<file path="src/rtl/mem_wb_stage_if.sv">
// Data-cache request/response bundle between the MEM/WB stage and the cache.
// The stage holds each strobe high until the cycle the cache pulses data_mem_resp.
interface mem_wb_stage_if;
  logic        data_mem_read;
  logic        data_mem_write;
  logic        data_mem_resp;
  logic [31:0] data_mem_rdata;

  modport master (
    output data_mem_read,
    output data_mem_write,
    input  data_mem_resp,
    input  data_mem_rdata
  );

  modport slave (
    input  data_mem_read,
    input  data_mem_write,
    output data_mem_resp,
    output data_mem_rdata
  );
endinterface

</file>
<file path="src/rtl/mem_wb_stage.sv">
// MEM->WB stage: drives cache strobes, stalls upstream until resp, extracts load data.
// Writeback triple is registered with 1-cycle latency once the instruction retires.
module mem_wb_stage #(
  parameter int STALL_CNT_W = 32
) (
  input  logic                   clk,
  input  logic                   rst,
  input  logic                   in_valid,
  input  logic [6:0]             in_opcode,
  input  logic [2:0]             in_funct3,
  input  logic [4:0]             in_rd,
  input  logic                   in_regwrite,
  input  logic [31:0]            in_alu_out,
  mem_wb_stage_if.master         dmem,
  output logic                   stall_out,
  output logic                   wb_valid,
  output logic                   wb_we,
  output logic [4:0]             wb_rd,
  output logic [31:0]            wb_data,
  output logic                   misalign_err,
  output logic [STALL_CNT_W-1:0] perf_mem_stall
);

  localparam logic [6:0] OP_LOAD  = 7'b0000011;
  localparam logic [6:0] OP_STORE = 7'b0100011;

  typedef enum logic {ST_IDLE, ST_WAIT} state_t;

  state_t r_state;
  state_t w_state_nxt;

  logic                   r_wb_valid;
  logic                   r_wb_we;
  logic [4:0]             r_wb_rd;
  logic [31:0]            r_wb_data;
  logic                   r_misalign;
  logic [STALL_CNT_W-1:0] r_perf;

  logic        w_is_load;
  logic        w_is_store;
  logic        w_memop;
  logic [1:0]  w_off;
  logic        w_misalign;
  logic        w_aligned;
  logic        w_retire;
  logic [7:0]  w_byte;
  logic [15:0] w_half;
  logic [31:0] w_load_data;
  logic        w_we_nxt;
  logic [31:0] w_data_nxt;

  assign w_is_load  = in_opcode == OP_LOAD;
  assign w_is_store = in_opcode == OP_STORE;
  assign w_memop    = in_valid & (w_is_load | w_is_store);
  assign w_off      = in_alu_out[1:0];

  // Illegal funct3 encodings are folded into the misaligned path: no access, error pulse.
  always_comb begin
    w_misalign = 1'b0;
    if (w_is_load) begin
      case (in_funct3)
        3'd0, 3'd4: w_misalign = 1'b0;
        3'd1, 3'd5: w_misalign = (w_off == 2'd3);
        3'd2:       w_misalign = (w_off != 2'd0);
        default:    w_misalign = 1'b1;
      endcase
    end else if (w_is_store) begin
      case (in_funct3)
        3'd0:    w_misalign = 1'b0;
        3'd1:    w_misalign = (w_off == 2'd3);
        3'd2:    w_misalign = (w_off != 2'd0);
        default: w_misalign = 1'b1;
      endcase
    end
  end

  assign w_aligned = w_memop & ~w_misalign;

  assign dmem.data_mem_read  = ~rst & w_aligned & w_is_load;
  assign dmem.data_mem_write = ~rst & w_aligned & w_is_store;
  assign stall_out           = ~rst & w_aligned & ~dmem.data_mem_resp;

  // A valid instruction retires this cycle unless it is a memop still waiting on the cache.
  assign w_retire = in_valid & ~stall_out;

  always_comb begin
    w_state_nxt = r_state;
    case (r_state)
      ST_IDLE: if (w_aligned && !dmem.data_mem_resp) w_state_nxt = ST_WAIT;
      ST_WAIT: if (dmem.data_mem_resp || !w_aligned) w_state_nxt = ST_IDLE;
      default: w_state_nxt = ST_IDLE;
    endcase
  end

  always_comb begin
    w_byte = dmem.data_mem_rdata[7:0];
    case (w_off)
      2'd0:    w_byte = dmem.data_mem_rdata[7:0];
      2'd1:    w_byte = dmem.data_mem_rdata[15:8];
      2'd2:    w_byte = dmem.data_mem_rdata[23:16];
      default: w_byte = dmem.data_mem_rdata[31:24];
    endcase
  end

  assign w_half = w_off[1] ? dmem.data_mem_rdata[31:16] : dmem.data_mem_rdata[15:0];

  always_comb begin
    w_load_data = dmem.data_mem_rdata;
    case (in_funct3)
      3'd0:    w_load_data = {{24{w_byte[7]}}, w_byte};
      3'd4:    w_load_data = {24'd0, w_byte};
      3'd1:    w_load_data = {{16{w_half[15]}}, w_half};
      3'd5:    w_load_data = {16'd0, w_half};
      default: w_load_data = dmem.data_mem_rdata;
    endcase
  end

  always_comb begin
    w_we_nxt   = in_regwrite;
    w_data_nxt = in_alu_out;
    if (w_memop) begin
      w_we_nxt = w_aligned & w_is_load;
      if (w_aligned && w_is_load) w_data_nxt = w_load_data;
    end
    if (in_rd == 5'd0) w_we_nxt = 1'b0;
  end

  always_ff @(posedge clk or posedge rst) begin
    if (rst) begin
      r_state    <= ST_IDLE;
      r_wb_valid <= 1'b0;
      r_wb_we    <= 1'b0;
      r_wb_rd    <= 5'd0;
      r_wb_data  <= 32'd0;
      r_misalign <= 1'b0;
      r_perf     <= '0;
    end else begin
      r_state    <= w_state_nxt;
      r_wb_valid <= w_retire;
      r_wb_we    <= w_retire & w_we_nxt;
      r_misalign <= w_retire & w_memop & w_misalign;
      if (w_retire) begin
        r_wb_rd   <= in_rd;
        r_wb_data <= w_data_nxt;
      end
      if (stall_out && (r_perf != '1)) r_perf <= r_perf + {{(STALL_CNT_W-1){1'b0}}, 1'b1};
    end
  end

  assign wb_valid       = r_wb_valid;
  assign wb_we          = r_wb_we;
  assign wb_rd          = r_wb_rd;
  assign wb_data        = r_wb_data;
  assign misalign_err   = r_misalign;
  assign perf_mem_stall = r_perf;

endmodule

</file>
<file path="src/flat_wrapper.sv">
// flat-port wrapper written by rule: the top's interface ports become plain ports
module mem_wb_stage_flat 
#(
  parameter int STALL_CNT_W = 32
)
  (clk, rst, in_valid, in_opcode, in_funct3, in_rd, in_regwrite, in_alu_out, stall_out, wb_valid, wb_we, wb_rd, wb_data, misalign_err, perf_mem_stall, dmem_data_mem_read, dmem_data_mem_write, dmem_data_mem_resp, dmem_data_mem_rdata);
  mem_wb_stage_if dmem_i ();
  input  logic clk;
  input  logic rst;
  input  logic in_valid;
  input  logic [6:0] in_opcode;
  input  logic [2:0] in_funct3;
  input  logic [4:0] in_rd;
  input  logic in_regwrite;
  input  logic [31:0] in_alu_out;
  output logic stall_out;
  output logic wb_valid;
  output logic wb_we;
  output logic [4:0] wb_rd;
  output logic [31:0] wb_data;
  output logic misalign_err;
  output logic [STALL_CNT_W-1:0] perf_mem_stall;
  output wire logic [$bits(dmem_i.data_mem_read)-1:0] dmem_data_mem_read;
  output wire logic [$bits(dmem_i.data_mem_write)-1:0] dmem_data_mem_write;
  input wire logic [$bits(dmem_i.data_mem_resp)-1:0] dmem_data_mem_resp;
  input wire logic [$bits(dmem_i.data_mem_rdata)-1:0] dmem_data_mem_rdata;
  assign dmem_data_mem_read = dmem_i.data_mem_read;
  assign dmem_data_mem_write = dmem_i.data_mem_write;
  assign dmem_i.data_mem_resp = dmem_data_mem_resp;
  assign dmem_i.data_mem_rdata = dmem_data_mem_rdata;
  mem_wb_stage #(.STALL_CNT_W(STALL_CNT_W)) u_core (.clk(clk), .rst(rst), .in_valid(in_valid), .in_opcode(in_opcode), .in_funct3(in_funct3), .in_rd(in_rd), .in_regwrite(in_regwrite), .in_alu_out(in_alu_out), .dmem(dmem_i), .stall_out(stall_out), .wb_valid(wb_valid), .wb_we(wb_we), .wb_rd(wb_rd), .wb_data(wb_data), .misalign_err(misalign_err), .perf_mem_stall(perf_mem_stall));
endmodule
</file>
<file path="config.mk">
export PLATFORM = sky130hd
export DESIGN_NAME = mem_wb_stage_flat
export DESIGN_NICKNAME = d
export VERILOG_FILES = /design/src/rtl/mem_wb_stage_if.sv /design/src/rtl/mem_wb_stage.sv /design/src/flat_wrapper.sv
export SDC_FILE = /design/constraint.sdc
export NUM_CORES = 1
export LEC_CHECK = 0
export CAP_MARGIN = 20
export CORE_ASPECT_RATIO = 1.25
export CORE_MARGIN = 2
export CORE_UTILIZATION = 45
export DETAILED_ROUTE_END_ITERATION = 6
export DONT_BUFFER_PORTS = 1
export GPL_TIMING_DRIVEN = 0
export PLACE_DENSITY = 0.57
export SYNTH_ARGS = -nofsm -noshare
export SYNTH_HDL_FRONTEND = slang
export SYNTH_SLANG_ARGS = --single-unit
</file>
<file path="constraint.sdc">
create_clock -name clk -period 2.6 [get_ports clk]
set_input_delay 0.26 -clock clk [delete_from_list [all_inputs] [get_ports clk]]
set_output_delay 0.26 -clock clk [all_outputs]
set_load 0.02 [all_outputs]
</file>
==> summary.md, run 1 <==
| Metric | Value |
|---|---|
| Outcome | `complete, but fails checks` |
| Failing checks | `DRC` |
| Clock slew at reported path FFs | `0.07 ns` |
| Hold Crit Class | `input pin to flip-flop` |
| Commonest non-fill, non-tap cell in the layout | `dfrtp_1` |
| Crit path max fanout | `10` |
| RSZ-0062 raised after global routing | `no` |
| Total CTS buffers | `9` |
| DR vias | `3,189` |
| DR vias/cell | `6.03` |
| Most used cell, CP | `and4_1` |
| Pint | `1.73 mW` |
| Setup TNS | `0 ns` |
| ANT cells | `0` |
| Worst setup path end | `u_core.perf_mem_stall[4]` |
| Post-route design area | `4190 sq um` |
| Peak Freq | `417 MHz` |
| Slowest-stage cell, CP | `dfrtp_1` |
| DR iter-0 viols | `136` |
| Die Wd | `85.8 um` |
| CP Launch Type | `flip-flop` |
| Worst R2R Setup Slack | `0.20 ns` |
| Final Cycle Share | `92.2%` |
| Yosys reg bits | `72` |
| Maximum VDD drop | `0.000253 V` |
| Netlist Area Pre-Place | `3760 sq um` |
| Static leakage | `approximately 1.8 nW` |
| Setup crit start | `u_core.perf_mem_stall[2]` |
| Switching Power | `slightly below 0.7 mW` |
| Clock Latency Late Sink | `0.35 ns` |
| Slew HR | `between 30% and 40%` |
| TritonCTS clock tree | `built` |
| Setup Skew | `0.00605 ns` |
| Total Routing Usage GR | `24.3%` |
| Initial antenna violation count | `0` |
| Clock tree buffer depth | `2` |
| Layout area overhead | `11.3%` |
| Least-Margin Pin Slew | `0.959 ns` |
| DR DRC count | `9` |
| Worst reg2reg path startpoint | `u_core.perf_mem_stall[2]` |
| CP Data Required Time | `roughly 2.8 ns` |
| Sw Ratio | `around 28%` |
| Vias in the first global route | `around 3.2k` |
| Hold Vio Cnt, Final | `0` |
| PortBufs | `0` |
| Top Family by Delay on Critical Path | `simple AND/OR/NAND/NOR gates` |
| Wirelength per Cell | `around 20 um` |
| Post-DP HPWL | `8.13 mm` |
| Maximum number of pins on one net before global-route repair | `39` |
| Sequential share of power | `53.3%` |
| I/O Pins | `159` |
| Comb pwr share | `under 10%` |
| Setup ws final | `0.202 ns` |
| First-pass GRT wire length | `17.0 mm` |
| Worst r2r dst | `u_core.perf_mem_stall[4]` |
| Register-to-Register Path Depth | `8` |
| WP data arrival | `between 2 and 3 ns` |
| Unique cell type count in the Yosys netlist | `43` |
| Starting Density | `between 40% and 50%` |
| Htree depth | `3` |
| Post-layout util | `between 50 and 60%` |
| Ys Warns | `0` |
| Root buffer cell | `clkbuf_8` |
| Grt ovf | `0` |
| Critical Path Sink Type | `flip-flop` |
| Final setup viols | `0` |
| Number of routed nets with antenna violations | `0` |
| GPL Wtd Cong | `0.840` |
| Die Area | `around 9000 sq um` |
| Slowest cell delay on critical path | `0.50 ns` |
| Post-route total power | `2.41 mW` |
| Synth Net Count | `494` |
| Final wirelength | `10.8 mm` |
| Min Tclk post-route | `2.40 ns` |
| Clock share of power | `38.7%` |
| Cells along the critical path | `and4_1 > and4_1 > clkbuf_1 > and3_1 > a31oi_1 > buf_2 > nand4_1 > xnor2_1` |
| Clk sinks | `a little over 70` |
| Avg Cell Area, Syn | `9.19 sq um` |
| WP depth | `8` |
| Maxcap violations | `0` |
| FP Rows | `37` |
| Non-Filler Instances | `529` |
| Number of fill cells | `765` |
| Most frequent cells in the layout | `dfrtp_1 (72), nand2_1 (48), a21oi_1 (48)` |
| Layout Nets | `between 500 and 600` |
| WS Path Type | `flip-flop to flip-flop` |
| Core area | `8190 sq um` |
| Placed Area | `3900 sq um` |
| Syn Inst Count | `409` |
| Seq/Total Area, Yosys | `47.9%` |
| DP Worst Slack | `-0.132 ns` |
| DIE HEIGHT | `106 um` |
| Worst path buffer plus inverter count | `2` |
| TritonRoute pass-1 iters | `7` |
| WHS | `roughly 0.023 ns` |
| Post-Place Cells | `507` |
| Max-slew violations | `0` |
| PD cells | `roughly 570 nW/um^2` |
| Share of cells above drive strength 1 | `7.41%` |
[cells in the mapped netlist (all sizes together)]
| library cell | count | share of area [%] |
|---|---|---|
| buf | 6 | 0.73 |
| o211ai | 1 | 0.20 |
| a21oi | 48 | 6.4 |
| a211o | 1 | 0.23 |
| ha | 1 | 0.33 |
| nor2 | 24 | 2.4 |
| nor2b | 4 | 0.67 |
| xnor2 | 27 | 6.3 |
| nand4b | 2 | 0.47 |
| a2111oi | 1 | 0.73 |
| mux2 | 2 | 0.60 |
| mux4 | 1 | 0.60 |
| nand3b | 1 | 0.20 |
| nand2 | 48 | 4.8 |
| o22ai | 3 | 0.50 |
| or4 | 2 | 0.40 |
| o221ai | 11 | 2.6 |
| nor4b | 2 | 0.63 |
| nand3 | 19 | 2.5 |
| nand2b | 2 | 0.33 |
| or3 | 2 | 0.33 |
| o311a | 1 | 0.27 |
| o21ai | 47 | 6.3 |
| a31oi | 1 | 0.17 |
| and4 | 5 | 1.2 |
| clkbuf | 21 | 2.1 |
| nor3b | 1 | 0.20 |
| and2 | 3 | 0.50 |
| and3b | 1 | 0.23 |
| dfrtp | 72 | 48 |
| a32o | 1 | 0.27 |
| nor4 | 1 | 0.17 |
| a22o | 3 | 0.70 |
| inv | 6 | 0.60 |
| and3 | 9 | 1.5 |
| mux2i | 7 | 1.9 |
| nor3 | 4 | 0.53 |
| a221o | 4 | 1.1 |
| nand4 | 10 | 1.7 |
| xor2 | 4 | 0.93 |
[what timing repair did]
item | in CTS | in global routing
resized for setup | 1 | 6
hold buffers | 5 | 0
pin swaps | 0 | 1
setup endpoints to repair | 1 | 20
buffers inserted | 0 | 1
hold endpoints to repair | 38 | 0
[how the worst min path moves through the flow]
| stage | start | endpoint | cells after the start |
|---|---|---|---|
| 2_1_floorplan | in_rd[0] | u_core.wb_rd[0] | 2 |
| 3_3_place_gp | in_rd[0] | u_core.wb_rd[0] | 2 |
| 3_5_place_dp | rst | u_core.perf_mem_stall[16] | 1 |
| 4_1_cts | in_rd[2] | u_core.wb_rd[2] | 2 |
| 5_1_grt | in_rd[2] | u_core.wb_rd[2] | 2 |
| 6_report | in_rd[2] | u_core.wb_rd[2] | 2 |
[state kept, by name (all words and copies together) (netlist names)]
name                   flops
u_core.wb_rd               5
u_core.perf_mem_stall     32
u_core.wb_valid            1
u_core.wb_we               1
u_core.wb_data            32
u_core.misalign_err        1
[layer usage]
metal | vias to the layer above | track usage, % | part of all wire [%]
met5 | - | 0 | 0
met4 | 0 | 7.48 | 1.6
met2 | 126 | 40.8 | 51
met1 | 1535 | 28.5 | 38
li1 | 1516 | - | -
met3 | 12 | 9.39 | 8.7
[area by class of cell]
| type | count | area (sq um) | share of cell area [%] |
|---|---|---|---|
| Multi-Input combinational cell | 304 | 1850 | 44.1 |
| Sequential cell | 72 | 1800 | 43.0 |
| Clock buffer | 11 | 151 | 3.62 |
| Tap cell | 97 | 121 | 2.90 |
| Buffer | 27 | 109 | 2.60 |
| Timing Repair Buffer | 7 | 77.6 | 1.85 |
| Clock inverter | 5 | 55.1 | 1.32 |
| Inverter | 6 | 25.0 | 0.598 |
[cells by family (layout without fill, tap and decap cells)]
kind of cell    Yosys count  count (layout)  synth area share, %
simple gates            140             140                 18.7
compound gates          122             122                 19.3
flops                    72              72                 47.9
buf+inv                  33              56                 3.43
xor+xnor                 31              31                 7.22
mux                      10              10                 3.06
fa+ha+maj                 1               1                0.333
[power groups by stage]
stage / clock, mW / sequential (mW) / combinational, mW
5_1_grt: 1.00 / 1.29 / 0.224
6_report: 0.930 / 1.28 / 0.193
2_1_floorplan: 0 / 1.29 / 0.141
3_5_place_dp: 0 / 1.31 / 0.189
4_1_cts: 0.959 / 1.28 / 0.195
3_3_place_gp: 0 / 1.30 / 0.180
Note: power is estimated with default switching activity, not from simulation.
==> run 2, diff against run 1 <==
HOLD_SLACK_MARGIN = 0.1   (was default)
==> summary.md, run 2 (synthesized netlist as in run 1, its figures left out) <==
| Metric | Value |
|---|---|
| Final setup viols | `0 (unchanged)` |
| Least-Margin Pin Slew | `0.960 ns (+0.000731 ns)` |
| Outcome | `complete, but fails checks` |
| Root buffer cell | `clkbuf_8` |
| Clock tree buffer depth | `2 (unchanged)` |
| Post-DP HPWL | `8.13 mm (unchanged)` |
| Post-layout util | `51.8% (+0.73 points)` |
| Die Area | `9110 sq um (unchanged)` |
| Final wirelength | `10.9 mm (+0.42%)` |
| Setup ws final | `0.203 ns (+0.000984 ns)` |
| Placed Area | `3900 sq um (unchanged)` |
| Setup Skew | `0.00694 ns (+0.000899 ns)` |
| Hold Vio Cnt, Final | `0 (unchanged)` |
| Total CTS buffers | `9 (unchanged)` |
| Non-Filler Instances | `535 (+1.1%)` |
| Starting Density | `45.9% (unchanged)` |
| Static leakage | `1.79 nW (+1.4%)` |
| Clock slew at reported path FFs | `0.09 ns (+0.02 ns)` |
| PD cells | `568 nW/um^2 (-1.2%)` |
| Maximum VDD drop | `0.000253 V (about the same)` |
| Peak Freq | `417 MHz (about the same)` |
| DP Worst Slack | `-0.132 ns (unchanged)` |
| DR vias | `3,205 (+0.50%)` |
| Setup TNS | `0 ns (unchanged)` |
| Layout Nets | `518 (+1.2%)` |
| Max-slew violations | `0 (unchanged)` |
| Commonest non-fill, non-tap cell in the layout | `dfrtp_1` |
| Crit path max fanout | `10 (unchanged)` |
| DR DRC count | `9 (unchanged)` |
| CP Data Required Time | `2.83 ns (about the same)` |
| RSZ-0062 raised after global routing | `no` |
| WS Path Type | `flip-flop to flip-flop` |
| Failing checks | `DRC` |
| Slew HR | `35.1% (-0.049 points)` |
| Layout area overhead | `12.9%` |
| Initial antenna violation count | `0 (unchanged)` |
| Wirelength per Cell | `20.4 um (-0.70%)` |
| Core area | `8190 sq um (unchanged)` |
| Number of fill cells | `760 (-0.65%)` |
| Maximum number of pins on one net before global-route repair | `39 (unchanged)` |
| PortBufs | `0 (unchanged)` |
| DR vias/cell | `5.99 (-0.63%)` |
| GPL Wtd Cong | `0.840 (unchanged)` |
| Htree depth | `3 (unchanged)` |
| DR iter-0 viols | `139 (+2.2%)` |
| Clock Latency Late Sink | `0.35 ns (about the same)` |
| ANT cells | `0 (unchanged)` |
| TritonCTS clock tree | `built` |
| Post-Place Cells | `507 (unchanged)` |
| Total Routing Usage GR | `24.4% (+0.098 points)` |
| FP Rows | `37 (unchanged)` |
| Die Wd | `85.8 um (unchanged)` |
| Most frequent cells in the layout | `dfrtp_1 (72), nand2_1 (48), a21oi_1 (48)` |
| Clk sinks | `72 (unchanged)` |
| Min Tclk post-route | `2.40 ns (-0.000984 ns)` |
| Post-route design area | `4250 sq um (+1.4%)` |
| WP data arrival | `2.63 ns (about the same)` |
| First-pass GRT wire length | `17.1 mm (+0.45%)` |
| Number of routed nets with antenna violations | `0 (unchanged)` |
| DIE HEIGHT | `106 um (unchanged)` |
| TritonRoute pass-1 iters | `7 (unchanged)` |
| Post-route total power | `2.41 mW (+0.21%)` |
| WHS | `0.116 ns (+0.0935 ns)` |
| Final Cycle Share | `92.2% (about the same)` |
| Vias in the first global route | `3,276 (+1.3%)` |
| Share of cells above drive strength 1 | `7.31% (-0.10 points)` |
| I/O Pins | `159 (unchanged)` |
| CP Launch Type | `flip-flop` |
| Maxcap violations | `0 (unchanged)` |
| Hold Crit Class | `input pin to flip-flop` |
| Critical Path Sink Type | `flip-flop` |
| Grt ovf | `0 (unchanged)` |
## run 2: changes by cell type in the layout (fill, tap and decap cells not counted), sizes merged
cell         before  now
dlygate4sd3       5   11
## run 2: path summary, 6_finish.rpt
| kind | from | to | slack [ns] | cells after the start |
|---|---|---|---|---|
| worst max-delay path | u_core.perf_mem_stall[2] | u_core.perf_mem_stall[4] | 0.20 | 8 |
| worst min-delay path | in_alu_out[22] | u_core.wb_data[22] | 0.12 | 2 |
| worst max register to register | u_core.perf_mem_stall[2] | u_core.perf_mem_stall[4] | 0.20 | 8 |
| worst min register to register | u_core.perf_mem_stall[8] | u_core.perf_mem_stall[8] | 0.62 | 1 |
| max in group asynchronous | rst | u_core.perf_mem_stall[4] | 1.64 | 3 |
| min in group asynchronous | rst | u_core.wb_rd[1] | 0.40 | 2 |
## run 2: final cells by class
cell class | count | area (sq um) | share of cell area [%]
buffer | 27 | 109 | 2.56
tap | 97 | 121 | 2.86
multi-input combinational | 304 | 1850 | 43.5
sequential | 72 | 1800 | 42.4
clock buffer | 11 | 151 | 3.57
clock inverter | 5 | 55.1 | 1.30
inverter | 6 | 25.0 | 0.589
timing repair buffer | 13 | 138 | 3.24
## run 2: what timing repair did
item | CTS | global route
pin swaps | 0 | 1
setup buffers | 0 | 1
gates resized for setup | 1 | 6
endpoints found under the hold margin | 45 | 0
endpoints found under the setup margin | 1 | 20
hold buffers | 11 | 0
## run 2: routing by layer
layer,vias up,global-route usage [%],share of wire (%)
met2,123,40.3,51
met1,1538,28.9,39
met3,15,9.16,8.3
met4,0,8.50,1.9
li1,1529,-,-
met5,-,0,0
## run 2: report_power, final
part           internal [mW]  switching (mW)  total [mW]
logic                 0.0749           0.126       0.201
clock network          0.492           0.436       0.928
registers               1.17           0.111        1.28
## run 2: worst max-delay path, cell delays in order (launching register included)
cell and delay, ns:
dfrtp_1 0.50, and4_1 0.30, and4_1 0.21, clkbuf_1 0.16, and3_1 0.19, a31oi_1 0.33
buf_2 0.29, nand4_1 0.14, xnor2_1 0.16
==> run 3, diff against run 2 <==
CORE_ASPECT_RATIO = default   (was 1.25)
==> summary.md, run 3 (synthesized netlist as in run 1, its figures left out) <==
| Metric | Value |
|---|---|
| Post-Place Cells | `515 (+1.6%)` |
| Setup ws final | `0.183 ns (-0.0202 ns)` |
| DR vias/cell | `6.02 (+0.56%)` |
| Layout Nets | `515 (-0.58%)` |
| Clk sinks | `72 (unchanged)` |
| Root buffer cell | `clkbuf_8` |
| Number of fill cells | `778 (+2.4%)` |
| Clock Latency Late Sink | `0.34 ns (about the same)` |
| Top Family by Delay on Critical Path | `simple AND/OR/NAND/NOR gates` |
| DIE HEIGHT | `95.4 um (-10%)` |
| Total Routing Usage GR | `23.9% (-0.44 points)` |
| Outcome | `finished clean` |
| Worst path buffer plus inverter count | `2 (unchanged)` |
| DP Worst Slack | `-0.121 ns (+0.0111 ns)` |
| Hold Crit Class | `input pin to flip-flop` |
| Static leakage | `1.76 nW (-1.8%)` |
| RSZ-0062 raised after global routing | `no` |
| Cells along the critical path | `and4_1 > and4_1 > clkbuf_1 > and3_1 > a31oi_1 > buf_2 > nand4_1 > xnor2_1` |
| Clock slew at reported path FFs | `0.08 ns (about the same)` |
| Non-Filler Instances | `539 (+0.75%)` |
| Post-layout util | `51.4% (-0.42 points)` |
| Final wirelength | `10.9 mm (-0.37%)` |
| Maximum number of pins on one net before global-route repair | `63 (+62%)` |
| Htree depth | `3 (unchanged)` |
| Final setup viols | `0 (unchanged)` |
| Slowest-stage cell, CP | `dfrtp_1` |
| TritonCTS clock tree | `built` |
| Final Cycle Share | `93.0% (+0.78 points)` |
| Maximum VDD drop | `0.000270 V (+6.7%)` |
| Peak Freq | `414 MHz (-0.83%)` |
| Starting Density | `46.0% (+0.11 points)` |
| Post-DP HPWL | `8.02 mm (-1.4%)` |
| Die Wd | `95.4 um (+11%)` |
| Number of routed nets with antenna violations | `0 (unchanged)` |
| Critical Path Sink Type | `flip-flop` |
| WP data arrival | `2.64 ns (about the same)` |
| Grt ovf | `0 (unchanged)` |
| DR iter-0 viols | `102 (-27%)` |
| First-pass GRT wire length | `16.6 mm (-2.8%)` |
| Share of cells above drive strength 1 | `6.68% (-0.62 points)` |
| Core area | `8180 sq um (-0.23%)` |
| Slew HR | `36.0% (+0.90 points)` |
| Vias in the first global route | `3,251 (-0.76%)` |
| PortBufs | `0 (unchanged)` |
| Total CTS buffers | `9 (unchanged)` |
| Min Tclk post-route | `2.42 ns (+0.0202 ns)` |
| Max-slew violations | `0 (unchanged)` |
| Hold Vio Cnt, Final | `0 (unchanged)` |
| Setup Skew | `0.0110 ns (+0.00405 ns)` |
| CP Launch Type | `flip-flop` |
| Slowest cell delay on critical path | `0.51 ns (about the same)` |
| ANT cells | `0 (unchanged)` |
| Commonest non-fill, non-tap cell in the layout | `dfrtp_1` |
| Post-route total power | `2.35 mW (-2.4%)` |
| FP Rows | `33 (-11%)` |
| GPL Wtd Cong | `0.854 (+1.7%)` |
| DR DRC count | `0 (-9)` |
| Layout area overhead | `11.8%` |
| DR vias | `3,247 (+1.3%)` |
| Most used cell, CP | `and4_1` |
| Least-Margin Pin Slew | `0.946 ns (-0.0133 ns)` |
| Wirelength per Cell | `20.1 um (-1.1%)` |
| Die Area | `9100 sq um (about the same)` |
| I/O Pins | `159 (unchanged)` |
| Maxcap violations | `0 (unchanged)` |
| Most frequent cells in the layout | `dfrtp_1 (72), nand2_1 (48), a21oi_1 (48)` |
| WS Path Type | `flip-flop to flip-flop` |
| CP Data Required Time | `2.82 ns (about the same)` |
| Clock tree buffer depth | `2 (unchanged)` |
| PD cells | `560 nW/um^2 (-1.4%)` |
| TritonRoute pass-1 iters | `4 (-3)` |
| Crit path max fanout | `10 (unchanged)` |
| Initial antenna violation count | `0 (unchanged)` |
## run 3: power by group
| group | leakage [nW] | internal (mW) | switching (mW) |
|---|---|---|---|
| Combinational | 0.737 | 0.0718 | 0.122 |
| Sequential | 0.924 | 1.17 | 0.110 |
| Clock | 0.0989 | 0.460 | 0.417 |
## run 3: what timing repair did
| item | CTS | global route |
|---|---|---|
| hold buffers | 7 | 0 |
| gates resized for setup | 0 | 2 |
| buffers inserted | 0 | 2 |
| endpoints found under the setup margin | 0 | 24 |
| hold endpoints to repair | 78 | 0 |
## run 3: per-stage QoR
stage	hold slack (ns)	area (sq um)	TNS (ns)
global placement	0.371	3890	-24.43
floorplan	0.365	3760	0
detailed placement	0.0533	3920	-0.929
global route	0.116	4200	0
CTS	0.107	4180	0
finish	0.125	4200	0
## run 3: routing by layer
metal / GRT usage (%) / part of all wire [%] / vias up
met4: 8.45 / 1.6 / 0
met5: 0 / 0 / -
li1: - / - / 1517
met2: 39.7 / 50 / 128
met1: 28.8 / 40 / 1590
met3: 8.70 / 8.8 / 12
## run 3: worst reg2reg max path: cells and delay by family, from the launching register on
| kind | cells | cell delay, ns |
|---|---|---|
| simple gates | 4 | 0.85 |
| flops | 1 | 0.51 |
| compound gates | 1 | 0.34 |
| xor+xnor | 1 | 0.16 |
| buf+inv | 2 | 0.45 |
## run 3: final cells by class
| type | instances | area (sq um) | share of cell area (%) |
|---|---|---|---|
| tap | 105 | 131 | 3.13 |
| buffer | 27 | 106 | 2.53 |
| clock inverter | 4 | 45.0 | 1.07 |
| multi-input combinational | 304 | 1840 | 43.8 |
| timing repair buffer | 10 | 113 | 2.68 |
| sequential | 72 | 1800 | 42.9 |
| clock buffer | 11 | 141 | 3.36 |
| inverter | 6 | 25.0 | 0.595 |
## run 3: path summary, 6_finish.rpt
kind,cells past startpoint,from,endpoint,slack (ns)
max,8,u_core.perf_mem_stall[2],u_core.perf_mem_stall[7],0.18
min in group asynchronous,2,rst,u_core.perf_mem_stall[9],0.30
min reg2reg,1,u_core.perf_mem_stall[10],u_core.perf_mem_stall[10],0.62
min,2,in_alu_out[3],u_core.wb_data[3],0.13
max reg2reg,8,u_core.perf_mem_stall[2],u_core.perf_mem_stall[7],0.18
max in group asynchronous,3,rst,u_core.wb_data[12],1.76
==> variant 1 (settings of run 1) <==
`STALL_CNT_W` is set to 32 in 2 places; all go to 64.
--- a/src/rtl/mem_wb_stage.sv
+++ b/src/rtl/mem_wb_stage.sv
@@ -1,7 +1,7 @@
 // MEM->WB stage: drives cache strobes, stalls upstream until resp, extracts load data.
 // Writeback triple is registered with 1-cycle latency once the instruction retires.
 module mem_wb_stage #(
-  parameter int STALL_CNT_W = 32
+  parameter int STALL_CNT_W = 64
 ) (
   input  logic                   clk,
   input  logic                   rst,
--- a/src/flat_wrapper.sv
+++ b/src/flat_wrapper.sv
@@ -1,7 +1,7 @@
 // flat-port wrapper written by rule: the top's interface ports become plain ports
 module mem_wb_stage_flat 
 #(
-  parameter int STALL_CNT_W = 32
+  parameter int STALL_CNT_W = 64
 )
   (clk, rst, in_valid, in_opcode, in_funct3, in_rd, in_regwrite, in_alu_out, stall_out, wb_valid, wb_we, wb_rd, wb_data, misalign_err, perf_mem_stall, dmem_data_mem_read, dmem_data_mem_write, dmem_data_mem_resp, dmem_data_mem_rdata);
   mem_wb_stage_if dmem_i ();
Ports: changed (resized perf_mem_stall); port bits go from 159 to 191. No check against the original RTL was run, so the function may have changed too.
==> variant 1 against run 1 <==
- synthesized area is 46% higher
- first-iteration DRC count up 18%
- routed wire length up 55%
- sequential share of layout area fell by 1.3 points
- setup slack got worse by 0.12 ns
- combinational power is 20% higher
- sequential cell count rose by 32
- via count grew 44%
- clock power grew 34%
- count of clock-buffer cells in the layout shrank 1
- cell area up 49%
- fmax shrank 4.6%
- total power grew 36%
==> variant 1: results <==
[power]
power.switching_w = 0.0008669
max-vdd-ir-drop_mv = 0.3931
leakage_nw = 2.639

[synthesis]
yosysSeqAreaShare = 0.4736
yosys-top-cells-area = dfrtp_1, xnor2_1, nand2_1, o21ai_0, nand4_1
synth_common_cells = dfrtp_1, nand2_1, o21ai_0
syn_avg_cell_area_um2 = 9.346
ys_types = 59
synth_nets = 673

[routing]
via_count = 4598
first_iter_violations = 161
dr_wl_met2_um = 8741
wl_per_cell_um = 21.68
met3_length_um = 1632
vias_per_cell = 5.925
wl_met1_um = 5884

[setup_path]
reg2reg_from = u_core.perf_mem_stall[10]
crit_arrival_ns = 2.73
worstRegToRegCells = 6
r2r_setup_slack_ns = 0.09
crit_path_max_fanout = 7
r2r_end = u_core.perf_mem_stall[56]
worst_path_largest_cell_delay_ns = 0.62
critPathSlowestCell = or4_4

[global_routing]
grt_pass1_wl_um = 25780
grt_usage = 0.2580
grt_max_degree = 41

[outcome]
status = complete, no violations

[timing]
fin_worst_skew_ns = 0.01001
slew_headroom = 0.4640

[placement]
dpl_cell_area_um2 = 5843
dp_hpwl_um = 12910
place.gp.congestion = 0.9315

[final_layout]
finalInstanceArea_um2 = 6251
n_fill_cell = 1161
drive_gt1_frac = 0.1078

[clocking]
cts-root-buf = clkbuf_16

[min_path]
hp-class = in2async
==> variant 1: cell types whose count changed after synthesis, sizes merged, moves of 7 or more <==
cell          run 1  this run
xor2              4        14
nand2            48        80
nand3            19        30
a31oi             1         8
dfrtp            72       104
xnor2            27        47
nand4            10        32
inv               6        17
nor3              4        12
and3              9        16
nor2             24        32
a21oi            48        35
==> variant 1: cells by family after synthesis <==
kind of cell	Yosys count	share of synthesized area
multiplexers	5	0.01025
adder cells (fa/ha/maj)	1	0.002277
AO/OA/AOI/OAI	133	0.1532
AND/OR/NAND/NOR	239	0.2302
flip-flops	104	0.4736
XOR/XNOR	61	0.09722
buffers and inverters	45	0.03324
==> variant 1: layer usage <==
metal,global-route usage,vias to the layer above
met4,0.1146,0
met3,0.09573,35
met2,0.4441,213
met1,0.2799,2181
li1,-,2169
met5,0,-
==> variant 1: what timing repair did <==
item / 4_1_cts / 5_1_grt
hold endpoints to repair: 28 / 0
pin swaps: 1 / 1
hold buffers: 6 / 0
buffers inserted: 0 / 1
gates resized for setup: 3 / 6
setup endpoints to repair: 6 / 26
==> variant 1: power groups by stage <==
stage	registers (W)	logic, W	clock network, W
6_report	0.00178	0.000232	0.00125
5_1_grt	0.00179	0.000263	0.00135
4_1_cts	0.00178	0.000235	0.00129
3_5_place_dp	0.00181	0.000218	0
3_3_place_gp	0.00181	0.000205	0
2_1_floorplan	0.00180	0.000159	0
==> variant 1: worst max-delay path by stage <==
stage | startpoint | endpoint | slack (ns) | cells after the start
after floorplan | rst | u_core.perf_mem_stall[20] | -0.59 | 7
after global placement | rst | u_core.wb_data[27] | -1.73 | 8
after detailed placement | rst | u_core.wb_data[27] | -0.34 | 9
after CTS | u_core.perf_mem_stall[10] | u_core.perf_mem_stall[1] | 0.03 | 5
after global routing | u_core.perf_mem_stall[2] | u_core.perf_mem_stall[40] | 0.008 | 6
final | u_core.perf_mem_stall[10] | u_core.perf_mem_stall[56] | 0.09 | 6
==> variant 1: area by class of cell <==
class	count	area, um^2	share of cell area
clock buffer	10	229.0	0.03663
sequential	104	2609	0.4173
clock inverter	5	33.78	0.005404
timing repair buffer	9	160.2	0.02562
inverter	17	67.56	0.01081
multi-input combinational	439	2786	0.4458
buffer	28	160.2	0.02562
tap	164	205.2	0.03283
==> variant 1: metrics by stage <==
| step | hold WS, ns | TNS (ns) | setup slack [ns] |
|---|---|---|---|
| after CTS | 0.005459 | 0 | 0.02629 |
| after detailed placement | 0.2736 | -11.89 | -0.3408 |
| after global placement | 0.3684 | -146.37 | -1.734 |
| after global routing | 0.01822 | 0 | 0.007807 |
| final | 0.01372 | 0 | 0.08683 |
| after floorplan | 0.3654 | -40.59 | -0.5864 |
==> variant 1: worst min-delay path: stages <==
cell,delay [ns]
clkinvlp_4,0.12
buf_12,0.12
buf_12,0.21
==> variant 2 (settings of run 1) <==
Without the edit above. Register the output `misalign_err` once more, cleared by the reset; this adds one clock of latency there. The other outputs are not delayed to match.
--- a/src/rtl/mem_wb_stage.sv
+++ b/src/rtl/mem_wb_stage.sv
@@ -151,7 +151,13 @@
   assign wb_we          = r_wb_we;
   assign wb_rd          = r_wb_rd;
   assign wb_data        = r_wb_data;
-  assign misalign_err   = r_misalign;
+  always_ff @(posedge clk or posedge rst) begin
+    if (rst) begin
+      misalign_err <= '0;
+    end else begin
+      misalign_err <= r_misalign;
+    end
+  end
   assign perf_mem_stall = r_perf;
 
 endmodule
Formal check against the unedited RTL: not equivalent (Yosys sat finds a counterexample within 4 cycles, from zero or initial values and one cycle with rst high).
==> variant 2 against run 1 <==
- global-route usage shrank 0.48 points
- synthesized area increased by 0.67%
- largest cell class unchanged
- critical path depth stayed put
- routed wire length down 0.72%
- cell area decreased by 0.18%
- hold slack better by 0.00061 ns
- setup slack lost 0.00097 ns
- total power decreased by 0.20%
- die area increased by 0.64%
- clock power is 2% lower
- critical endpoint is now u_core.perf_mem_stall[5]
- sequential cell count is 1 higher
- critical path type unchanged
- synthesized cell count grew 0.24%
==> variant 2: results <==
[power]
max-vdd-ir-drop_mv = 0.2192
p_int_w = 0.001727
leakage_nw = 1.753

[outcome]
status = complete, no violations

[synthesis]
yosysSeqAreaShare = 0.4826
synthCells = 410
async_flop_share = 1.000
synth_compound_area_frac = 0.1921
ys_types = 43
synth_warnings = 0
synth_mux_area_frac = 0.03041
synth_nets = 495
synth_adder_area_share = 0.003306
synth_common_cells = dfrtp_1, a21oi_1, nand2_1
synthXorXnorAreaFrac = 0.07174
yosys-top-cells-area = dfrtp_1, a21oi_1, xnor2_1, o21ai_0, nand2_1

[final_layout]
nNetsFinal = 510
drive_gt1_frac = 0.07674
antenna_cells = 0
stdcell_count = 527

[clocking]
clk-insertion-delay-late_ns = 0.35
clk_pin_slew_ns = 0.08
h-tree-depth = 3
cts_buffers = 9
cts.path.max_buffers = 2
cts-root-buf = clkbuf_8

[timing]
tightest_slew_ns = 0.9625
fin_worst_skew_ns = 0.01047

[min_path]
hp-class = in2reg
hold_path_depth = 2

[global_routing]
grt_pass1_vias = 3270
antenna_found_initial = 0
grt_pass1_wl_um = 16930
grt_max_degree = 50
grt_usage = 0.2381

[routing]
first_pass_iters = 6
first_iter_violations = 102
vias_per_cell = 6.114
route.detailed.drc = 0
routed_wl_um = 10770

[placement]
dp_hpwl_um = 8076
place.gp.congestion = 0.8654
io_buffers = 0
pre_cts_ws_ns = -0.1369

[setup_path]
worst_path_largest_cell_delay_ns = 0.56
critPathSlowestCell = dfrtp_1
crit_arrival_ns = 2.66
worstRegToRegCells = 8
crit_path_max_fanout = 10
-- variant 2: through the flow --
step	utilization	instance area, um^2	setup TNS [ns]
global placement	0.4767	3906	-25.83
finish	0.5100	4179	0
detailed placement	0.4804	3936	-1.400
global route	0.5100	4179	-0.002756
floorplan	-	3785	0
CTS	0.5073	4156	0
-- variant 2: logic make-up (layout without fill, tap and decap cells) --
| group | after synthesis | after routing |
|---|---|---|
| AO/OA/AOI/OAI | 122 | 122 |
| XOR/XNOR | 31 | 31 |
| adder cells (fa/ha/maj) | 1 | 1 |
| buffers and inverters | 33 | 53 |
| flip-flops | 73 | 73 |
| multiplexers | 10 | 10 |
| AND/OR/NAND/NOR | 140 | 140 |
-- variant 2: power groups by stage --
stage	combinational [W]	clock, W	sequential (W)
after global placement	0.000175	0	0.00132
final	0.000188	0.000915	0.00130
after global routing	0.000218	0.000997	0.00131
after floorplan	0.000141	0	0.00131
after CTS	0.000189	0.000947	0.00130
after detailed placement	0.000187	0	0.00132
-- variant 2: worst paths after layout --
path	start	endpoint	slack, ns
max	u_core.perf_mem_stall[13]	u_core.perf_mem_stall[5]	0.20
min	in_rd[4]	u_core.wb_rd[4]	0.02
max reg2reg	u_core.perf_mem_stall[13]	u_core.perf_mem_stall[5]	0.20
min reg2reg	u_core.r_misalign	u_core.misalign_err	0.37
max in group asynchronous	rst	u_core.perf_mem_stall[26]	1.67
min in group asynchronous	rst	u_core.perf_mem_stall[15]	0.38
-- variant 2: critical path: cells and delay by family, from the launching register on --
| kind | cells | cell delay [ns] |
|---|---|---|
| buffers and inverters | 2 | 0.51 |
| AND/OR/NAND/NOR | 4 | 0.86 |
| AO/OA/AOI/OAI | 1 | 0.25 |
| flip-flops | 1 | 0.56 |
| XOR/XNOR | 1 | 0.13 |
-- variant 2: layer usage --
metal  GRT usage  part of all wire  wire [um]  vias to the layer above
met3      0.1025             0.097       1048                       18
met5           0                 0          0                        -
met2      0.4109              0.51       5513                      134
met1      0.2613              0.37       3998                     1560
met4     0.07483             0.020        211                        0
li1            -                 -          -                     1510
-- variant 2: what timing repair did --
item,4_1_cts,5_1_grt
cloned,0,0
setup endpoints to repair,4,10
resized for setup,1,5
endpoints found under the hold margin,24,0
pin swaps,0,2
hold buffers,1,0
setup buffers,0,2
-- variant 2: layout make-up --
type / instances / area (um^2)
Sequential cell: 73 / 1827
Multi-Input combinational cell: 304 / 1839
Clock inverter: 6 / 67.56
Tap cell: 97 / 121.4
Buffer: 27 / 108.9
Inverter: 6 / 25.02
Timing Repair Buffer: 4 / 52.55
Clock buffer: 10 / 137.6
Fill cell: 787 / 4015
